<file path="config.mk">
export PLATFORM = sky130hd
export DESIGN_NAME = pc_seq
export DESIGN_NICKNAME = d
export VERILOG_FILES = /design/src/rtl/pc_seq.sv
export SDC_FILE = /design/constraint.sdc
export NUM_CORES = 1
export LEC_CHECK = 0
export CAP_MARGIN = 20
export CORE_MARGIN = 2
export CORE_UTILIZATION = 33
export CTS_CLUSTER_DIAMETER = 100
export DETAILED_ROUTE_END_ITERATION = 10
export SLEW_MARGIN = 25
export SYNTH_ARGS = -nofsm -noshare
export SYNTH_HDL_FRONTEND = slang
export SYNTH_SLANG_ARGS = --single-unit
</file>
<file path="constraint.sdc">
create_clock -name clk_i -period 2.7 [get_ports clk_i]
set_input_delay 0.54 -clock clk_i [delete_from_list [all_inputs] [get_ports clk_i]]
set_output_delay 0.54 -clock clk_i [all_outputs]
set_load 0.01 [all_outputs]
</file>
<file path="src/rtl/pc_seq.sv">
// Program-counter sequencer and run-state controller: owns PC, return stack and fetch enable.
// Latency: pc_o updates on the edge that samples the decoder; HALT/WFI exit takes one cycle to run_o=1.
// Backpressure: none accepted; run_o drops in BOOT/HALT/WFI and decoder inputs are ignored while it is low.

package pc_seq_pkg;
    typedef enum logic [1:0] {
        MODE_INC = 2'd0,
        MODE_REL = 2'd1,
        MODE_SUB = 2'd2,
        MODE_RET = 2'd3
    } mode_pc_e;
endpackage

module pc_seq #(
    parameter int              PC_W      = 8,
    parameter int              STACK_D   = 4,
    parameter logic [PC_W-1:0] RESET_VEC = '0
) (
    input  logic                  clk_i,
    input  logic                  rst_ni,
    input  pc_seq_pkg::mode_pc_e  mode_pc_i,
    input  logic [PC_W-1:0]       rel_off_i,
    input  logic [PC_W-1:0]       tgt_i,
    input  logic                  halt_core_i,
    input  logic                  wfi_core_i,
    input  logic                  ext_int_i,
    input  logic                  resume_i,
    input  logic                  clr_err_i,
    output logic [PC_W-1:0]       pc_o,
    output logic                  run_o,
    output logic                  halted_o,
    output logic                  waiting_o,
    output logic                  stack_empty_o,
    output logic                  stack_ovf_o,
    output logic                  stack_unf_o
);
    import pc_seq_pkg::*;

    // sp counts 0..STACK_D; the write index wraps over STACK_D slots
    localparam int SP_W = $clog2(STACK_D + 1);
    localparam int IX_W = (STACK_D > 1) ? $clog2(STACK_D) : 1;
    localparam logic [SP_W-1:0] SP_FULL = SP_W'(STACK_D);
    localparam logic [IX_W-1:0] IX_LAST = IX_W'(STACK_D - 1);

    typedef enum logic [1:0] {
        ST_BOOT = 2'd0,
        ST_RUN  = 2'd1,
        ST_HALT = 2'd2,
        ST_WFI  = 2'd3
    } state_e;

    state_e            state_q, state_d;
    logic [PC_W-1:0]   pc_q, pc_d, pc_inc;
    logic [SP_W-1:0]   sp_q, sp_d;
    logic [IX_W-1:0]   wp_q, wp_d, wp_inc, wp_dec;
    logic [PC_W-1:0]   stk_q [STACK_D];
    logic              push, pop_empty;
    logic              ovf_q, ovf_d, unf_q, unf_d;

    assign pc_inc = pc_q + PC_W'(1);
    // Write index steps circularly, so a push on a full stack overwrites the oldest entry
    assign wp_inc = (wp_q == IX_LAST) ? '0 : wp_q + IX_W'(1);
    assign wp_dec = (wp_q == '0) ? IX_LAST : wp_q - IX_W'(1);

    // Next-state, PC and stack-pointer decode; decoder inputs only matter in RUN
    always_comb begin
        state_d   = state_q;
        pc_d      = pc_q;
        sp_d      = sp_q;
        wp_d      = wp_q;
        push      = 1'b0;
        pop_empty = 1'b0;
        case (state_q)
            ST_BOOT: state_d = ST_RUN;
            ST_RUN: begin
                if (halt_core_i) begin
                    state_d = ST_HALT;
                end else if (wfi_core_i) begin
                    state_d = ST_WFI;
                end else begin
                    case (mode_pc_i)
                        MODE_INC: pc_d = pc_inc;
                        MODE_REL: pc_d = pc_q + rel_off_i;
                        MODE_SUB: begin
                            push = 1'b1;
                            pc_d = tgt_i;
                            wp_d = wp_inc;
                            if (sp_q != SP_FULL) begin
                                sp_d = sp_q + SP_W'(1);
                            end
                        end
                        MODE_RET: begin
                            if (sp_q != '0) begin
                                pc_d = stk_q[wp_dec];
                                wp_d = wp_dec;
                                sp_d = sp_q - SP_W'(1);
                            end else begin
                                pop_empty = 1'b1;
                                pc_d      = RESET_VEC;
                            end
                        end
                        default: pc_d = pc_inc;
                    endcase
                end
            end
            ST_HALT: begin
                if (resume_i) begin
                    state_d = ST_RUN;
                    pc_d    = pc_inc;
                end
            end
            ST_WFI: begin
                if (ext_int_i) begin
                    state_d = ST_RUN;
                    pc_d    = pc_inc;
                end
            end
            default: state_d = ST_BOOT;
        endcase
    end

    // Sticky error flags: a new error in the same cycle as a clear keeps the flag set
    always_comb begin
        ovf_d = (ovf_q & ~clr_err_i) | (push & (sp_q == SP_FULL));
        unf_d = (unf_q & ~clr_err_i) | pop_empty;
    end

    // Control state, PC, stack pointers and error flags
    always_ff @(posedge clk_i or negedge rst_ni) begin
        if (!rst_ni) begin
            state_q <= ST_BOOT;
            pc_q    <= RESET_VEC;
            sp_q    <= '0;
            wp_q    <= '0;
            ovf_q   <= 1'b0;
            unf_q   <= 1'b0;
        end else begin
            state_q <= state_d;
            pc_q    <= pc_d;
            sp_q    <= sp_d;
            wp_q    <= wp_d;
            ovf_q   <= ovf_d;
            unf_q   <= unf_d;
        end
    end

    // Return-stack storage; cleared on reset so no stale return address survives
    always_ff @(posedge clk_i or negedge rst_ni) begin
        if (!rst_ni) begin
            for (int i = 0; i < STACK_D; i++) begin
                stk_q[i] <= '0;
            end
        end else if (push) begin
            stk_q[wp_q] <= pc_inc;
        end
    end

    assign pc_o          = pc_q;
    assign run_o         = (state_q == ST_RUN);
    assign halted_o      = (state_q == ST_HALT);
    assign waiting_o     = (state_q == ST_WFI);
    assign stack_empty_o = (sp_q == '0);
    assign stack_ovf_o   = ovf_q;
    assign stack_unf_o   = unf_q;

endmodule
</file>
* After elaboration in Yosys (flattened, before gate mapping)
Cells that the tools add are included.
** Cells by class
- $add $sub $neg :: 6
- Magnitude comparators :: 3
- Equal/unequal tests :: 16
- Mux-type cells :: 34
- Bitwise operators :: 10
- Reductions and logical operators :: 12
** Operators with widths (count)
- $mux 8 :: 8
- $bwmux 32 :: 1
- $pmux 8 s4 :: 1
- $pmux 8 s3 :: 1
- $bmux 8 s2 :: 1
- $demux 8 s2 :: 1
- $mux 2 :: 7
- $ne 2x2->1 const B :: 6
- $eq 2x2->1 const B :: 5
- $reduce_and 5->1 :: 2
- $mux 1 :: 9
- $add 8x1->8 const B :: 1
- $add 8x8->8 :: 1
- $pmux 2 s4 :: 1
- $ge 3x3->1 const B :: 2
- $logic_not 2->1 :: 3
- $mux 3 :: 2
- $ne 3x3->1 const B :: 2
- $not 2->3 :: 2
- $pmux 3 s2 :: 1
- $reduce_and 6->1 :: 1
- $reduce_bool 3->1 :: 2
- $eq 2x1->1 const B :: 2
- $pmux 2 s2 :: 1
- 13 further kinds :: 18
** Storage, ports and cells
- Register bits after elaboration :: 49
- Logic and storage cells :: 91

* Logic depth before layout (Yosys ltp)
Gate-level depths: netlist of run 1.
- Depth in word-level cells :: 11
- Mapped depth :: 8
- Mapped depth without buffers :: 7

* Worst setup path after synthesis of run 1
Ideal clock, no wire load.
- Path type :: register to register
- Start :: register wp_q[0]
- End :: register pc_q[4] (netlist: pc_o[4])
- Arrival time :: 2.003 ns
- Data required time :: 2.577 ns
- Slack :: 0.574 ns
- Cell stages (with the launch flop) :: 8
- Path buffers :: 1
- Path through :: dfrtp_1 -> inv_1 -> ha_1 -> nor2b_1 -> buf_6 -> mux4_2 -> a221o_1 -> o221a_1
** On the way
- Word-level cells in the longest chain between the ends :: 11
** Ends and longest elaborated chain
- start, declared :: line 55 : logic [IX_W-1:0] wp_q, wp_d, wp_inc, wp_dec;
- start signal, assigned :: line 141 : wp_q <= wp_d;
- $sub 2x1->2 / $logic_not 2->1 (equally long branches) :: line 63 : assign wp_dec = (wp_q == '0) ? IX_LAST : wp_q - IX_W'(1);
- $mux 2 * :: line 63
- $not 2->3 (implied by the code) * :: line 94 : pc_d = stk_q[wp_dec];
- $bmux 8 s2 * :: line 94
- $mux 8 (implied by the code) * (2 in series) :: line 94
- $mux 8 * :: line 93 : if (sp_q != '0) begin
- $pmux 8 s4 * :: line 81 : case (mode_pc_i)
- $mux 8 * :: line 78 : end else if (wfi_core_i) begin
- $mux 8 * :: line 76 : if (halt_core_i) begin
- $pmux 8 s3 * :: line 73 : case (state_q)
- end signal, assigned :: line 139 : pc_q <= pc_d;
- end, declared :: line 53 : logic [PC_W-1:0] pc_q, pc_d, pc_inc;
Mark *: on every way between the ends. The rest lies on a longest branch, timed or not. The select of a mux whose other input is x is not followed.
A chain may end at the register's enable or synchronous reset.

* Worst setup path after layout of run 1
- Start :: register wp_q[0]
- End :: register pc_q[7] (netlist: pc_o[7])
Same word-level chain as after synthesis.

==> summary.txt, run 1 <==
Timing
  – Worst-Margin Slew: 0.4301 ns
  – Max Slew Vio Count: 0
  – Hold_ws: 0.1140 ns
  – Min Tclk post-route: 2.424 ns
  – Final setup violation count: 0
  – Final setup TNS: 0 ns
  – Fmax: 412.6 MHz
  – Worst Skew: 0.01315 ns
  – Final Hold Fails: 0
  – Slew margin rel.: 71.11%
  – Fin crit share: 89.76%
  – RSZ-0062 raised after global routing: false
  – Final WS setup: 0.2764 ns

Power and ir drop
  – Peak VDD IR: 288.0 µV
  – Internal power: 2.068 mW
  – Sw Share: 40.69%
  – Leak pwr: 1.558 nW
  – Gate power share: 49.3%
  – Reg power frac: 37.2%
  – Total power: 3.488 mW
  – Clock Power Share: 13.5%
  – P_sw: 1.419 mW
  – Power Dens Cells: 980.8 nW/µm²

Yosys
  – EDFF count, synth: 0
  – Main synth FF type: dfrtp_1
  – Sequential area share after synthesis: 42.46%
  – Synth async-reset ratio: 100.0%
  – Yosys reg bits: 49
  – Synthesized cell area: 2888 µm²
  – Avg Inst Size Synth: 9.789 µm²
  – Largest cells by area after synthesis: dfrtp_1, o21ai_0, nand2_1
  – Synth cell types: 45
  – Warnings, synthesis: 0
  – Syn Inst Count: 295
  – Post-synth net total: 334
  – Yosys top cell area share: 42.46%
  – Yosys top cell by area: dfrtp_1

Critical path
  – CP Data Required Time: 2.89 ns
  – Worst setup EP type: flip-flop
  – Startpoint Class: flip-flop
  – CP max FO: 8
  – Critical Setup Path Class: flip-flop to flip-flop
  – Crit path DAT: 2.62 ns

Die
  – # rows: 34
  – Ports: 39
  – Die H: 97.55 µm
  – Die width: 97.55 µm
  – Die area: 9515 µm²
  – Initial core utilization: 33.61%
  – Core Area: 8593 µm²

Cells and area
  – Filler instances: 863
  – Multi-input gate area: 1556 µm²
  – Most frequent cells in the layout: dfrtp_1, nand2_1, o21ai_0
  – Core Util, Final: 41.38%
  – Number of diodes: 0
  – Nets: 384
  – Proportion of layout cells with a drive suffix above 1: 10.40%
  – Commonest non-fill, non-tap cell in the layout: dfrtp_1
  – Design area: 3556 µm²
  – Syn-to-layout area delta: 23.14%
  – Register area: 1226 µm²
  – Layout Cells excl Fill: 454

Global route
  – Vias in the first global route: 2,390
  – Global-route wire length before repair: 11.87 mm
  – Initial antenna violation count: 0
  – Total grt overflow: 0
  – Pin count of the biggest net entering global routing: 22
  – Tot GR Track Use: 15.46%

Clocking
  – H-tree lvl count: 2
  – # Post-CTS Setup Buffers: 0
  – Worst-Skew Late Latency: 0.31 ns
  – CTS tree: built
  – Clk slew on worst S/H paths: 0.10 ns
  – Max Root-Sink Buffers: 2
  – Total CTS buffers: 5
  – Post-CTS sizing: 0
  – TritonCTS Sinks: 49
  – Root Buffer: clkbuf_8
  – Hold_buf cts: 0

Drt
  – Initial DRC count: 128
  – Via-to-Cell Ratio: 5.267
  – WL/cell: 15.46 µm
  – DR DRC count: 0
  – Final WL: 7.020 mm
  – DR vias: 2,391
  – Antenna Nets Post-Route: 0
  – Drt pass-1 iters: 4

Place
  – Placed insts: 446
  – Routability cong.: 0.7931
  – Input/output buffers: 38
  – Sum of net half-perimeters after detailed placement: 5.399 mm
  – Placement Cell Area: 3458 µm²
  – Post-placement worst setup slack: 0.1016 ns

Status
  – Status: finished, final reports clean

Run
  – Max-cap violation count: 0

Min path
  – Hold Path Class: input pin to asynchronous set/reset pin
[state kept, by name (all words and copies together), names as in the netlist]
register,cells
pc_o,8
sp_q,3
stack_ovf_o,1
stack_unf_o,1
state_q,2
stk_q,32
wp_q,2
[layer usage]
layer / up-vias / track usage [%] / share of wire (%)
li1: 1177 / - / -
met1: 1155 / 20.34 / 46
met2: 50 / 26.10 / 49
met3: 9 / 2.518 / 3.5
met4: 0 / 4.915 / 1.8
met5: - / 0 / 0
[logic make-up (layout without fill, tap and decap cells)]
kind of cell / after synthesis / after routing / synth area share [%]
muxes: 14 / 14 / 9.055
xor gates and xnor gates: 11 / 11 / 3.336
adders and majority gates: 14 / 14 / 6.586
buffers and inverters: 24 / 75 / 3.639
and+or+nand+nor: 90 / 90 / 15.03
DFF: 49 / 49 / 42.46
AOI/OAI and AO/OA: 93 / 93 / 19.89
[power groups by stage]
stage	clock network [mW]	registers, mW	logic, mW
6_report	0.472	1.30	1.72
5_1_grt	0.518	1.34	1.92
4_1_cts	0.490	1.30	1.73
3_5_place_dp	0	1.31	1.72
3_3_place_gp	0	1.30	1.70
2_1_floorplan	0	1.23	1.19
[worst paths after layout]
kind,from,to,slack [ns],cells after the start
max,wp_q[0],pc_o[7],0.28,8
min,rst_ni,stk_q[24],0.11,1
max reg2reg,wp_q[0],pc_o[7],0.28,8
min reg2reg,stk_q[22],stk_q[22],0.49,2
max in group asynchronous,rst_ni,stk_q[27],2.01,2
min in group clk_i,stk_q[22],stk_q[22],0.49,2
[cell type report]
class                      instances  area share [%]
tap                              108           3.800
inverter                          14           1.478
sequential                        49           34.48
clock buffer                       5           1.935
timing repair buffer              53           13.72
multi-input combinational        222           43.77
clock inverter                     3          0.8093
[cells in the mapped netlist, types with 3 or more instances]
library cell / count
nand2_1: 45
mux4_2: 4
xor2_1: 8
inv_1: 14
nor2b_1: 5
ha_1: 12
o21ai_0: 45
nor3_1: 4
and2_1: 3
mux2_2: 5
clkbuf_1: 8
a221oi_1: 4
a21o_1: 4
mux4_1: 4
o211ai_1: 3
nand2b_1: 6
a22o_1: 4
nand3_1: 11
xnor2_1: 3
dfrtp_1: 49
nor2_1: 9
a21oi_1: 13
[worst max-delay path, stage by stage (launching register included)]
cell      delay (ns)
dfrtp_1         0.42
inv_1           0.10
ha_1            0.23
nor2b_1         0.12
buf_4           0.22
mux4_1          0.61
a221oi_1        0.37
and3b_1         0.20
nor3_1          0.05
Power figures use the tool's default switching activity.
==> run 2, diff against run 1 <==
Settings changed: CAP_MARGIN 20 to 30, CELL_PAD_IN_SITES_DETAIL_PLACEMENT from default to 1, CELL_PAD_IN_SITES_GLOBAL_PLACEMENT from default to 1, PLACE_DENSITY_LB_ADDON from default to 0.1.
==> run 2 against run 1 <==
Non-clock buffer count rose by 3. Sequential share of layout area fell by 0.41 points. Core utilization rose by 0.50 points. Via count rose by 1.3%. Sequential power barely moved. First-iteration DRC count fell by 52%. Wire length rose by 15%. Combinational power rose by 5%. Clock-buffer cell count did not move. Critical endpoint is now pc_o[6]. Largest cell class unchanged. Largest power group unchanged.
==> summary.txt, run 2 (synthesized netlist as in run 1, its figures left out) <==
Cells and area
  – Proportion of layout cells with a drive suffix above 1: 11.46%
  – Number of diodes: 0
  – Most frequent cells in the layout: dfrtp_1, nand2_1, o21ai_0
  – Commonest non-fill, non-tap cell in the layout: dfrtp_1
  – Largest Register: stk_q
  – Nets: 387
  – Syn-to-layout area delta: 24.61%
  – Max reg flops: 32
  – Design area: 3598 µm²

Timing
  – Min Tclk post-route: 2.380 ns
  – Worst Skew: 0.008620 ns
  – RSZ-0062 raised after global routing: false
  – Fmax: 420.2 MHz
  – Final setup TNS: 0 ns
  – Slew margin rel.: 55.74%
  – Final WS setup: 0.3201 ns
  – Final Hold Fails: 0
  – Worst-Margin Slew: 0.6640 ns
  – Final setup violation count: 0
  – Max Slew Vio Count: 0
  – Fin crit share: 88.15%

Drt
  – WL/cell: 17.60 µm
  – Drt pass-1 iters: 4
  – Final WL: 8.043 mm
  – Antenna Nets Post-Route: 0
  – DR vias: 2,423
  – Via-to-Cell Ratio: 5.302
  – Initial DRC count: 62
  – DR DRC count: 0

Clocking
  – TritonCTS Sinks: 49
  – Worst-Skew Late Latency: 0.31 ns
  – Total CTS buffers: 5
  – Root Buffer: clkbuf_8
  – CTS tree: built
  – # Post-CTS Setup Buffers: 0
  – Max Root-Sink Buffers: 2
  – Clk slew on worst S/H paths: 0.10 ns
  – H-tree lvl count: 2

Place
  – Input/output buffers: 38
  – Sum of net half-perimeters after detailed placement: 6.107 mm
  – Placement Cell Area: 3481 µm²
  – Post-placement worst setup slack: 0.09353 ns
  – Routability cong.: 0.7809

Critical path
  – Worst R2R Start: wp_q[0]
  – Buf+Inv Stages, Crit Path: 2
  – Crit path DAT: 2.59 ns
  – Worst setup EP type: flip-flop
  – CP Launch Point: wp_q[0]
  – Critical Setup Path Class: flip-flop to flip-flop
  – CP Data Required Time: 2.91 ns
  – Top cell family by delay on the critical path: multiplexers
  – Critical Path Slowest Stage Cell: mux4_1
  – CP max FO: 5
  – CP max stage delay: 0.60 ns
  – Crit-path cells: inv_1, ha_1, nor2b_2, buf_4, mux4_1, a221oi_1, o21ai_0, o211a_1
  – Startpoint Class: flip-flop

Global route
  – Vias in the first global route: 2,572
  – Initial antenna violation count: 0
  – Global-route wire length before repair: 13.81 mm
  – Total grt overflow: 0
  – Pin count of the biggest net entering global routing: 50
  – Tot GR Track Use: 18.12%

Power and ir drop
  – Peak VDD IR: 443.7 µV
  – Leak pwr: 1.576 nW
  – Power Dens Cells: 1016 nW/µm²
  – P_sw: 1.465 mW
  – Sw Share: 40.07%
  – Reg power frac: 35.6%
  – Clock Power Share: 14.8%
  – Gate power share: 49.6%
  – Internal power: 2.192 mW

Die
  – Core Area: 8593 µm²
  – Initial core utilization: 33.61%
  – Die H: 97.55 µm
  – Die width: 97.55 µm
  – Ports: 39
  – # rows: 34
  – Die area: 9515 µm²

Min path
  – Hold Path Class: input pin to asynchronous set/reset pin

Status
  – Status: finished, final reports clean

Run
  – Max-cap violation count: 0
-- run 2: changes by cell type in the layout (fill, tap and decap cells not counted) --
cell | previous run | this run
clkinvlp_4 | 0 | 1
nor2b_1 | 5 | 4
inv_8 | 1 | 0
buf_4 | 15 | 18
nor2b_2 | 0 | 1
bufinv_16 | 0 | 1
inv_6 | 1 | 0
-- run 2: repair_timing --
action / CTS / global route
gates resized for setup: 0 / 1
setup endpoints to repair: 0 / 1
hold buffers: 0 / 0
-- run 2: worst reg2reg max path: cells and delay by family, from the launching register on --
kind,cells,cell delay (ns)
flip-flops,1,0.43
multiplexers,1,0.60
adder cells (fa/ha/maj),1,0.25
AO/OA/AOI/OAI,3,0.54
AND/OR/NAND/NOR,1,0.19
buffers and inverters,2,0.29
-- run 2: metal layers --
metal	wire [µm]	track usage [%]	up-vias
li1	-	-	1184
met1	3951	25.47	1198
met2	3788	30.34	36
met3	250	2.590	5
met4	53	2.885	0
met5	0	0	-
-- run 2: stage by stage --
step / power (mW) / std cells / utilization (%) / hold slack [ns]
floorplan: 2.420 / 295 / - / 0.2444
global placement: 3.106 / 449 / 40.51 / 0.4534
detailed placement: 3.135 / 449 / 40.51 / 0.4657
CTS: 3.696 / 457 / 41.85 / 0.3686
global route: 3.977 / 457 / 41.88 / 0.3994
finish: 3.657 / 457 / 41.88 / 0.3403
-- run 2: power by group through the flow --
stage | clock [mW] | sequential, mW | combinational, mW
finish | 0.543 | 1.30 | 1.81
CTS | 0.565 | 1.30 | 1.83
detailed placement | 0 | 1.32 | 1.82
global route | 0.591 | 1.36 | 2.03
global placement | 0 | 1.31 | 1.80
floorplan | 0 | 1.23 | 1.19
-- run 2: worst paths after layout --
kind | depth (start not counted) | slack, ns | to
worst max-delay path | 8 | 0.32 | pc_o[6]
worst min-delay path | 2 | 0.34 | sp_q[0]
worst min register to register | 2 | 0.48 | stk_q[16]
worst max register to register | 8 | 0.32 | pc_o[6]
max in group asynchronous | 2 | 1.92 | pc_o[3]
min in group clk_i | 2 | 0.48 | stk_q[16]
-- run 2: cell type report --
cell class                      instances  area [µm²]
Fill cell                             989        4995
Multi-Input combinational cell        222        1559
Sequential cell                        49        1226
Timing Repair Buffer                   56       510.5
Tap cell                              108       135.1
Clock buffer                            5       68.82
Inverter                               14       52.55
Clock inverter                          3       46.29
